### config.mk
export PLATFORM = sky130hd
export DESIGN_NAME = me_frame_scheduler
export DESIGN_NICKNAME = d
export VERILOG_FILES = /design/src/rtl/me_frame_scheduler.sv
export SDC_FILE = /design/constraint.sdc
export NUM_CORES = 1
export LEC_CHECK = 0
export ABC_AREA = 1
export BUFFER_PORTS_ARGS = -buffer_cell sky130_fd_sc_hd__clkbuf_2
export CAP_MARGIN = 10
export CORE_UTILIZATION = 45
export DETAILED_ROUTE_END_ITERATION = 10
export PLACE_DENSITY = 0.81
export SETUP_SLACK_MARGIN = 0.5
export SYNTH_ARGS = -nofsm -noshare
export SYNTH_HDL_FRONTEND = slang
export SYNTH_SLANG_ARGS = --single-unit
export TNS_END_PERCENT = 10
### constraint.sdc
create_clock -name clk -period 2.9 [get_ports clk]
set_input_delay 0.29 -clock clk [delete_from_list [all_inputs] [get_ports clk]]
set_output_delay 0.29 -clock clk [all_outputs]
set_load 0.01 [all_outputs]
### src/rtl/me_frame_scheduler.sv
// Frame-level sequencer for the motion-estimation core.
// Walks the macroblocks of a frame in raster order, one MB in flight:
// window load -> me start -> me result capture -> tagged result out.
module me_frame_scheduler #(
    parameter int FRAME_W_MB = 11,
    parameter int FRAME_H_MB = 9,
    parameter int MV_W       = 6,
    parameter int SAD_W      = 16
) (
    input  logic             clk,
    input  logic             rst_n,
    input  logic             frame_start,
    output logic             busy,
    output logic             frame_done,
    output logic             win_load_req,
    input  logic             win_load_done,
    output logic [7:0]       mb_x,
    output logic [7:0]       mb_y,
    output logic             me_start,
    input  logic             me_readyi,
    input  logic             me_valido,
    output logic             me_readyo,
    input  logic [MV_W-1:0]  me_mv_x,
    input  logic [MV_W-1:0]  me_mv_y,
    input  logic [SAD_W-1:0] me_min_sad,
    output logic             res_valid,
    input  logic             res_ready,
    output logic [7:0]       res_mb_x,
    output logic [7:0]       res_mb_y,
    output logic [MV_W-1:0]  res_mv_x,
    output logic [MV_W-1:0]  res_mv_y,
    output logic [SAD_W-1:0] res_sad
);

    typedef enum logic [2:0] {
        S_IDLE,
        S_LOAD,
        S_START,
        S_WAIT,
        S_OUT,
        S_DONE
    } state_t;

    localparam logic [7:0] X_LAST = 8'(FRAME_W_MB - 1);
    localparam logic [7:0] Y_LAST = 8'(FRAME_H_MB - 1);

    state_t           state_q, state_d;
    logic [7:0]       mb_x_q, mb_x_d;
    logic [7:0]       mb_y_q, mb_y_d;
    logic [7:0]       res_mb_x_q, res_mb_x_d;
    logic [7:0]       res_mb_y_q, res_mb_y_d;
    logic [MV_W-1:0]  res_mv_x_q, res_mv_x_d;
    logic [MV_W-1:0]  res_mv_y_q, res_mv_y_d;
    logic [SAD_W-1:0] res_sad_q, res_sad_d;

    // State, MB counters and the result holding register.
    always_ff @(posedge clk or negedge rst_n) begin
        if (!rst_n) begin
            state_q    <= S_IDLE;
            mb_x_q     <= '0;
            mb_y_q     <= '0;
            res_mb_x_q <= '0;
            res_mb_y_q <= '0;
            res_mv_x_q <= '0;
            res_mv_y_q <= '0;
            res_sad_q  <= '0;
        end else begin
            state_q    <= state_d;
            mb_x_q     <= mb_x_d;
            mb_y_q     <= mb_y_d;
            res_mb_x_q <= res_mb_x_d;
            res_mb_y_q <= res_mb_y_d;
            res_mv_x_q <= res_mv_x_d;
            res_mv_y_q <= res_mv_y_d;
            res_sad_q  <= res_sad_d;
        end
    end

    // Next-state, raster counter advance and result capture.
    always_comb begin
        state_d    = state_q;
        mb_x_d     = mb_x_q;
        mb_y_d     = mb_y_q;
        res_mb_x_d = res_mb_x_q;
        res_mb_y_d = res_mb_y_q;
        res_mv_x_d = res_mv_x_q;
        res_mv_y_d = res_mv_y_q;
        res_sad_d  = res_sad_q;
        case (state_q)
            S_IDLE: begin
                if (frame_start) begin
                    state_d = S_LOAD;
                    mb_x_d  = '0;
                    mb_y_d  = '0;
                end
            end
            S_LOAD: begin
                if (win_load_done) state_d = S_START;
            end
            S_START: begin
                // me_valido here is deliberately ignored; results are only taken in WAIT.
                if (me_readyi) state_d = S_WAIT;
            end
            S_WAIT: begin
                if (me_valido) begin
                    state_d    = S_OUT;
                    res_mb_x_d = mb_x_q;
                    res_mb_y_d = mb_y_q;
                    res_mv_x_d = me_mv_x;
                    res_mv_y_d = me_mv_y;
                    res_sad_d  = me_min_sad;
                end
            end
            S_OUT: begin
                if (res_ready) begin
                    if (mb_x_q == X_LAST && mb_y_q == Y_LAST) begin
                        // Last MB: park counters at 0 rather than stepping past the frame.
                        state_d = S_DONE;
                        mb_x_d  = '0;
                        mb_y_d  = '0;
                    end else if (mb_x_q == X_LAST) begin
                        state_d = S_LOAD;
                        mb_x_d  = '0;
                        mb_y_d  = mb_y_q + 8'd1;
                    end else begin
                        state_d = S_LOAD;
                        mb_x_d  = mb_x_q + 8'd1;
                    end
                end
            end
            S_DONE: begin
                state_d = S_IDLE;
                mb_x_d  = '0;
                mb_y_d  = '0;
            end
            default: state_d = S_IDLE;
        endcase
    end

    // Moore output decode from the registered state only.
    always_comb begin
        busy         = (state_q != S_IDLE);
        frame_done   = (state_q == S_DONE);
        win_load_req = (state_q == S_LOAD);
        me_start     = (state_q == S_START);
        me_readyo    = (state_q == S_WAIT);
        res_valid    = (state_q == S_OUT);
        mb_x         = mb_x_q;
        mb_y         = mb_y_q;
        res_mb_x     = res_mb_x_q;
        res_mb_y     = res_mb_y_q;
        res_mv_x     = res_mv_x_q;
        res_mv_y     = res_mv_y_q;
        res_sad      = res_sad_q;
    end

endmodule

# Word-level counts from Yosys, hierarchy flattened

Cells that the tools add are included.

Bits in registers: 63
Input port bits: 35
Output and inout port bits: 66
Logic and storage cells: 47

Add/sub/neg operators: 2
Equality and inequality tests: 13
Mux-type cells: 16
Reduce and logical (&&, ||, !) cells: 8

Operators with widths:

| operator                                                                | number |
|---|---|
| 8-bit two-way mux                                                       | 7 |
| 8-bit case mux with 3 select lines                                      | 2 |
| 3-bit two-way mux                                                       | 6 |
| 8-bit by 1-bit adder with 8-bit output, second input constant           | 2 |
| 8-bit by 4-bit == test with 1-bit output, second input constant         | 2 |
| 3-bit case mux with 5 select lines                                      | 1 |
| 3-bit by 2-bit == test with 1-bit output, second input constant         | 2 |
| 3-bit == test, second input constant                                    | 2 |
| 2-bit by 1-bit inequality test with 1-bit output, second input constant | 3 |
| 3-bit nonzero test                                                      | 2 |
| 5-bit AND reduction                                                     | 1 |
| 2-bit inequality test, second input constant                            | 2 |
| 4-bit AND reduction                                                     | 1 |
| 3-bit by 1-bit == test with 1-bit output, second input constant         | 1 |
| 3-bit zero test                                                         | 1 |
| 3-bit by 1-bit inequality test with 1-bit output, second input constant | 1 |
| 3-bit AND reduction                                                     | 1 |
| 2-bit AND reduction                                                     | 1 |
| 1-bit logical AND                                                       | 1 |

# Logic depth before layout (Yosys ltp)

Gate-level depths: netlist of run 1.

Word-level depth: 5
Mapped depth: 9

# Least setup slack after synthesis of run 1

OpenSTA, ideal clock, no wires.

Path type: flip-flop to flip-flop
Start point: register mb_x_q[0] (netlist: mb_x[0])
End point: register mb_y_q[4] (netlist: mb_y[4])
Library setup time: 0.126 ns
Arrival: 1.290 ns
Data required time: 2.774 ns
Path slack: 1.484 ns
Stages on the path, launching flop included: 9
Clock period less this slack: 1.416 ns
Path through: dfrtp_1 > inv_1 > ha_1 > nand3_1 > nor2_1 > nor2_1 > nor2_1 > nand2_1 > o21ai_0

Word-level cells in the longest chain between the ends: 5
Elaborated cells between the ends (all ways): 7

RTL lines:

| what                                         | line     | text |
|---|---|---|
| start, declared                              | 48       | `logic [7:0] mb_x_q, mb_x_d;` |
| start signal, assigned                       | 69       | `mb_x_q <= mb_x_d;` |
| 8-bit by 4-bit == test with 1-bit output (*) | 116, 121 |  |
| 1-bit logical AND                            | 116      | `if (mb_x_q == X_LAST && mb_y_q == Y_LAST) begin` |
| 8-bit two-way mux                            | 116      |  |
| 8-bit two-way mux                            | 115      | `if (res_ready) begin` |
| 8-bit case mux with 3 select lines           | 89       | `case (state_q)` |
| end signal, assigned                         | 70       | `mb_y_q <= mb_y_d;` |
| end, declared                                | 49       | `logic [7:0] mb_y_q, mb_y_d;` |

Every way passes the cells marked *; elsewhere a longest branch is shown, timed or not. The select of a mux whose other input is x is not followed.
A chain may end at the register's enable or synchronous reset.

# Worst setup path in the final report of run 1

Start point: register state_q[1]
End point: output port res_valid

Word-level cells in the longest chain between the ends: 1

RTL lines:

| what                   | line | text |
|---|---|---|
| start, declared        | 47   | `state_t state_q, state_d;` |
| start signal, assigned | 68   | `state_q <= state_d;` |
| 3-bit == test          | 147  | `res_valid = (state_q == S_OUT);` |
| end, declared          | 26   | `output logic res_valid,` |

Every way passes these cells.

==> summary.txt, run 1 <==
Critical path
  – Critical path class: reg2out
  – Slowest Stage Delay on Critical Path: 0.46 ns
  – Crit path DAT: 1.51 ns
  – Slowest CP cell: dfrtp_1
  – Critical-path cell list: nor2_2 -> nand2_1 -> inv_2 -> clkbuf_2
  – Setup crit start: state_q[1]$_DFFE_PN0P_
  – Critical path peak fanout: 12
  – Critical Path RT: around 2.6 ns
  – Startpoint Class: flip-flop
  – RR Startpoint: mb_x[0]$_DFFE_PN0P_
  – Crit path capture type: output port

Floorplan
  – I/O pins: 101
  – Die Wd: around 84 um
  – Rows: 29
  – Core area: 6420 sq um
  – Die area: 7080 sq um
  – Initial Util: roughly 47%
  – Die Ht: 84.1 um

STA
  – Setup Skew: between 0.008 and 0.009 ns
  – Rel. slew slack: 54.5%
  – Setup tns final: 0 ns
  – Final worst path period share: 62.2%
  – Final setup fails: 0
  – Final Hold Fails: 0
  – Hold WS: roughly 0.19 ns
  – Worst Tran Pin Value: between 0.6 and 0.7 ns
  – RSZ-0062 raised after global routing: false
  – Crit path time final: 1.80 ns
  – Slew Viols, Final: 0
  – Max Freq: around 550 MHz

Detailed routing
  – Vias: 2449
  – Wirelength, routed: around 6500 um
  – 1st-iter DRT viols: 146
  – ANT nets after route: 0
  – Wire length per cell: about 13 um
  – Routed vias/inst: ~5.0
  – Drt drc: 19
  – Drt pass-1 iters: 7

Place
  – DP Area: between 3000 and 4000 sq um
  – Hpwl dp: 4520 um
  – GP Congestion: 0.874
  – Port Buffers: 100

Global route
  – Pin count of the biggest net entering global routing: 59
  – Global Route Usage Sum: 19.6%
  – GRT overflow: 0
  – Vias in the first global route: 2427
  – First-pass GRT wire length: 10900 um
  – Initial antenna violation count: 0

Layout
  – Commonest non-fill, non-tap cell in the layout: clkbuf_2
  – Cell area after layout: ~3800 sq um
  – Area grow syn2layout: 23.9%
  – Diodes inserted: 0
  – Fin nets: 447
  – Layout cell share with drive strength beyond 1: 37.3%
  – Most frequent cells in the layout: clkbuf_2, nand2_1, dfrtp_1, inv_1, mux2_4

Clock network
  – CTS tree: yes
  – H-tree Lvls: 3
  – TritonCTS buffer count: 9
  – Reg clk slew, reported paths: 0.07 ns
  – Clk_lat worst skew: 0.33 ns
  – Deepest clock path buffer count: 2
  – Clock tree sinks: 63
  – Root Driver: clkbuf_8
  – Setup Fix Bufs, Post-CTS: 0

Logic synthesis
  – Yosys reg bits: 63
  – Synth area leaders: dfrtp_1, mux2_4, nand2_1
  – Synth top area share: 51.9%
  – Post-Syn Instances: slightly above 300
  – Synthesized area per cell: 9.95 sq um
  – Area leader, netlist: dfrtp_1
  – Mapped Area: 3040 sq um
  – Yosys Warn Count: 0
  – Mapped Nets: 344
  – Post-synth cell types: 23
  – Sequential area share after synthesis: 51.9%

Run
  – MaxCap Viol Count: 0

Power and ir drop
  – Worst IR Drop VDD: 0.429 mV
  – Leak: 0.00207 uW
  – Pwr/cell area: between 800 and 900 nW/um^2

Status
  – Status: finished with violations
  – Failing checks: DRC

Worst hold path
  – Hold Path Class: in2reg
  – Min-delay src: me_min_sad[4]
## layer usage
layer | vias to the layer above | routed length [um] | global-route usage (%)
met5 | - | 0 | 0
met4 | 0 | 97 | 10.0
met3 | 8 | 367 | 3.54
met2 | 92 | 3210 | 33.1
met1 | 1150 | 2870 | 24.1
li1 | 1199 | - | -
## per-stage QoR
| stage | total power [uW] | std cells | setup slack, ns | util, % |
|---|---|---|---|---|
| after floorplan | 2250 | 305 | 1.48 | - |
| after detailed placement | 2640 | 473 | 1.27 | 55.6 |
| after global routing | 3510 | 490 | 0.990 | 58.5 |
| after global placement | 2590 | 473 | 1.33 | 55.6 |
| after CTS | 3330 | 490 | 1.11 | 58.5 |
| final | 3290 | 490 | 1.10 | 58.5 |
## where the power goes
| group | leakage (uW) | switching, uW | internal (uW) |
|---|---|---|---|
| sequential | 0.000816 | 184 | 1130 |
| clock | 0.0000894 | 322 | 355 |
| combinational | 0.00116 | 663 | 642 |
## sequential cells by signal, indices dropped and copies added (netlist names)
register and flops:
res_sad 16, mb_x 8, mb_y 8, res_mb_x 8, res_mb_y 8, res_mv_x 6, res_mv_y 6, state_q 3
## worst max-delay path: cells and delay by family (launching register included)
| family | cells | cell delay, ns |
|---|---|---|
| buf+inv | 2 | 0.39 |
| flops | 1 | 0.46 |
| simple gates | 2 | 0.34 |
## area by class of cell
cell class	count	area [sq um]
Clock buffer	13	159
Tap cell	77	96.3
Sequential cell	63	1580
Multi-Input combinational cell	197	1240
Inverter	34	128
Fill cell	567	2660
Timing Repair Buffer	103	538
Clock inverter	3	17.5
## synthesized netlist by cell type
cell type / number
dfrtp_1: 63
ha_1: 4
o21ai_1: 21
clkbuf_1: 1
nand2_1: 66
nand2_2: 2
a21oi_1: 9
o21ai_0: 10
nor3_1: 1
nand3b_1: 1
nand4_1: 6
buf_4: 3
mux2_4: 30
nor2_4: 2
xor2_1: 1
a21oi_2: 1
inv_1: 32
buf_2: 3
nand3_1: 24
nor2_1: 18
buf_6: 4
inv_2: 2
nor2_2: 1
## logic make-up (layout without fill, tap and decap cells)
logic type	after synthesis	after routing	share of synthesized area [%]
adder cells (fa/ha/maj)	4	4	1.65
buffers and inverters	45	153	7.05
flip-flops	63	63	51.9
AO/OA/AOI/OAI	41	41	6.88
XOR/XNOR	1	1	0.289
AND/OR/NAND/NOR	121	121	17.4
multiplexers	30	30	14.8
## final timing paths
path                                                end  slack, ns  depth (start not counted)
worst max-delay path                          res_valid       1.10                          4
worst min-delay path             res_sad[4]$_DFFE_PN0P_       0.19                          2
worst max register to register      mb_y[4]$_DFFE_PN0P_       1.24                          8
worst min register to register  res_mb_x[2]$_DFFE_PN0P_       0.49                          2
max in group asynchronous       res_mb_x[6]$_DFFE_PN0P_       1.61                          3
min in group asynchronous        state_q[2]$_DFFE_PN0P_       0.34                          2
## repair_timing
| action | 4_1_cts | 5_1_grt |
|---|---|---|
| hold buffers | 1 | 0 |
| hold endpoints to repair | 9 | 0 |
| resized for setup | 0 | 0 |
| setup endpoints to repair | 0 | 0 |
Power figures use the tool's default switching activity.
==> run 2, diff against run 1 <==
--- a/config.mk
+++ b/config.mk
@@ -5,12 +5,12 @@
 export SDC_FILE = /design/constraint.sdc
 export NUM_CORES = 1
 export LEC_CHECK = 0
-export ABC_AREA = 1
+export ABC_AREA = 0
 export BUFFER_PORTS_ARGS = -buffer_cell sky130_fd_sc_hd__clkbuf_2
 export CAP_MARGIN = 10
 export CORE_UTILIZATION = 45
 export DETAILED_ROUTE_END_ITERATION = 10
-export PLACE_DENSITY = 0.81
+export PLACE_DENSITY = 0.83
 export SETUP_SLACK_MARGIN = 0.5
 export SYNTH_ARGS = -nofsm -noshare
 export SYNTH_HDL_FRONTEND = slang
==> constraint.sdc (replaced) <==
create_clock -name clk -period 1.81 [get_ports clk]
set_input_delay 0.181 -clock clk [delete_from_list [all_inputs] [get_ports clk]]
set_output_delay 0.181 -clock clk [all_outputs]
set_load 0.01 [all_outputs]
==> summary.txt, run 2 <==
Logic synthesis
  – Dominant synthesized flop cell: dfrtp_1
  – Yosys Warn Count: 0 (unchanged)
  – FFs w/ async S/R, synth: 100% (unchanged)
  – Post-synth EDFFs: 0 (unchanged)
  – Synth area leaders: dfrtp_1, mux2_2, a21oi_1
  – Sequential area share after synthesis: 56.8% (+4.8 points)
  – Yosys reg bits: 63 (unchanged)
  – Most common cell in the netlist: dfrtp_1
  – Area leader, netlist: dfrtp_1
  – Mapped Nets: 266 (-23%)
  – Mapped Area: 2780 sq um (-8.5%)
  – Post-synth top cells: dfrtp_1, mux2_2, nand2_1, a21oi_1, o21ai_0
  – Post-synth cell types: 43 (+87%)
  – Post-Syn Instances: 227 (-26%)
  – Synth top area share: 56.8% (+4.8 points)
  – Synthesized area per cell: 12.2 sq um (+23%)

Critical path
  – Worst path bufs/invs: 0 (-2)
  – Reg2Reg Capture Point: mb_x[6]$_DFFE_PN0P_
  – Critical path class: reg2reg
  – Critical-path cell list: or3b_4 -> a2111oi_0 -> xnor2_1 -> nor2_1
  – Crit path capture type: flip-flop
  – R2R depth: 4 (-4)
  – Startpoint Class: flip-flop
  – Slowest CP cell: a2111oi_0
  – Critical Path RT: 2.04 ns (-0.57 ns)
  – RR Startpoint: state_q[0]$_DFFE_PN0P_
  – Worst R2R Setup Slack: -0.002 ns (-1.24 ns)
  – Top cell family by delay on the critical path: compound AO/OA/AOI/OAI gates
  – Crit path DAT: 2.04 ns (+0.53 ns)
  – Slowest Stage Delay on Critical Path: 0.64 ns (+0.18 ns)
  – Critical path peak fanout: 4 (-8)

Detailed routing
  – Routed wl met3: 471 um (+28%)
  – Drt pass-1 iters: 4 (-3)
  – Wirelength, routed: 6440 um (-1.7%)
  – Drt drc: 0 (-19)
  – WL met1: 2750 um (-4.2%)
  – Wire length per cell: 14.8 um (+10%)
  – Highest metal used: met4
  – ANT nets after route: 0 (unchanged)
  – 1st-iter DRT viols: 134 (-8.2%)
  – Routed vias/inst: 5.24 (+4.9%)
  – Met2 WL: 3130 um (-2.5%)
  – Vias: 2286 (-6.7%)

Layout
  – Area grow syn2layout: 42.4%
  – Fin nets: 395 (-12%)
  – Diodes inserted: 0 (unchanged)
  – Cell area after layout: 3960 sq um (+5.2%)
  – Fillers: 445 (-22%)
  – Layout cell share with drive strength beyond 1: 59.0% (+22 points)
  – Most frequent cells in the layout: clkbuf_2, dfrtp_1, mux2_2, buf_4
  – Layout Cells excl Fill: 436 (-11%)
  – Final core utilization: 66.8% (+8.3 points)
  – Max reg flops: 16 (unchanged)
  – Commonest non-fill, non-tap cell in the layout: clkbuf_2

Status
  – Failing checks: setup timing
  – Status: finished with violations

Clock network
  – Clk_lat worst skew: 0.33 ns (about the same)
  – CTS tree: yes
  – Deepest clock path buffer count: 2 (unchanged)
  – Clock tree sinks: 63 (unchanged)
  – TritonCTS buffer count: 9 (unchanged)
  – Root Driver: clkbuf_8
  – H-tree Lvls: 3 (unchanged)
  – Reg clk slew, reported paths: 0.07 ns (about the same)

Worst hold path
  – Hold path depth: 2 (unchanged)
  – Hold EP: res_sad[12]$_DFFE_PN0P_
  – Min-delay src: me_min_sad[12]
  – Hold Path Class: in2reg

STA
  – Final worst slack: -0.00182 ns (-1.10 ns)
  – Final worst path period share: 100%
  – Setup tns final: -0.00182 ns (-0.00182 ns)
  – Setup Skew: 0.00733 ns (-0.00111 ns)
  – Final setup fails: 1 (+1)
  – Max Freq: 552 MHz
  – Rel. slew slack: 56.7% (+2.2 points)
  – Hold WS: 0.0731 ns (-0.117 ns)
  – Worst Tran Pin Value: 0.633 ns (-0.0489 ns)
  – RSZ-0062 raised after global routing: true
  – Final Hold Fails: 0 (unchanged)
  – Crit path time final: about 1.8 ns
  – Slew Viols, Final: 0 (unchanged)

Global route
  – Initial antenna violation count: 0 (unchanged)
  – Vias in the first global route: 2093 (-14%)
  – Pin count of the biggest net entering global routing: 35 (-41%)
  – Global Route Usage Sum: 19.6% (about the same)
  – GRT overflow: 0 (unchanged)
  – First-pass GRT wire length: 9540 um (-12%)

Place
  – GP Congestion: 0.780 (-11%)
  – DP Area: 3520 sq um (-1.6%)
  – Placed cell count: 413 (-13%)
  – Port Buffers: 100 (unchanged)
  – Hpwl dp: 4380 um (-3.2%)

Power and ir drop
  – Worst IR Drop VDD: 0.867 mV (+100%)
  – Pwr/cell area: 1440 nW/um^2 (+64%)
  – Leak: 0.00200 uW (-3.1%)

Floorplan
  – I/O pins: 101 (unchanged)
  – Initial Util: 46.9% (-0.35 points)
  – Core area: 5920 sq um (-7.8%)
  – Rows: 28 (-3.4%)
  – Die Wd: 80.6 um (-4.2%)
  – Die Ht: 80.6 um (-4.2%)
  – Die area: 6490 sq um (-8.3%)

Run
  – MaxCap Viol Count: 0 (unchanged)
==> run 2: worst reg2reg max path: stages, from the launching register on <==
cell and delay (ns):
dfrtp_1 0.38, or3b_4 0.44, a2111oi_0 0.64, xnor2_1 0.19
nor2_1 0.06
==> run 2: what timing repair did <==
item                                   4_1_cts  5_1_grt
hold buffers                                 1        0
pin swaps                                    8       15
cloned                                       1        0
buffers inserted                             5        0
gates resized for setup                      4       48
setup endpoints to repair                   67       68
endpoints found under the hold margin       27        0
==> run 2: final cells by class <==
type,count,area [sq um],share of cell area [%]
inverter,10,37.5,0.949
timing repair buffer,129,772,19.5
multi-input combinational,143,1280,32.3
clock buffer,10,138,3.48
sequential,63,1580,39.9
tap,75,93.8,2.37
clock inverter,6,60.1,1.52
==> run 2: kinds of logic after synthesis <==
kind of cell    after synthesis  share of synthesized area [%]
compound gates               44                           10.2
simple gates                 52                           10.8
fa+ha+maj                     4                           1.80
buf+inv                      22                           3.60
xor+xnor                      1                          0.315
mux                          41                           16.6
flops                        63                           56.8
==> run 2: report_power, final <==
part / internal, uW / switching (uW)
sequential: 1860 / 274
clock: 665 / 539
combinational: 1220 / 1120
total: 3750 / 1930
==> run 2: stage by stage <==
step                total power, uW  setup slack, ns
floorplan                      3310           0.0668
global placement               4080         -0.00423
detailed placement             4160          -0.0613
CTS                            5450           0.0125
global route                   6010          -0.0948
finish                         5680         -0.00182
==> run 2: worst max path at each step <==
| stage | cells past startpoint | slack (ns) | start | end |
|---|---|---|---|---|
| global route | 6 | -0.09 | mb_x[0]$_DFFE_PN0P_ | mb_x[6]$_DFFE_PN0P_ |
| global placement | 4 | -0.004 | state_q[2]$_DFFE_PN0P_ | mb_y[6]$_DFFE_PN0P_ |
| finish | 4 | -0.002 | state_q[0]$_DFFE_PN0P_ | mb_x[6]$_DFFE_PN0P_ |
| CTS | 4 | 0.01 | state_q[2]$_DFFE_PN0P_ | mb_x[7]$_DFFE_PN0P_ |
| floorplan | 5 | 0.07 | state_q[2]$_DFFE_PN0P_ | mb_y[2]$_DFFE_PN0P_ |
| detailed placement | 4 | -0.06 | state_q[2]$_DFFE_PN0P_ | mb_x[7]$_DFFE_PN0P_ |
==> run 2: metal layers <==
| metal | vias up | GRT usage [%] |
|---|---|---|
| met5 | - | 0 |
| met4 | 0 | 9.11 |
| met3 | 9 | 5.91 |
| met2 | 91 | 32.1 |
| met1 | 1094 | 23.4 |
| li1 | 1092 | - |
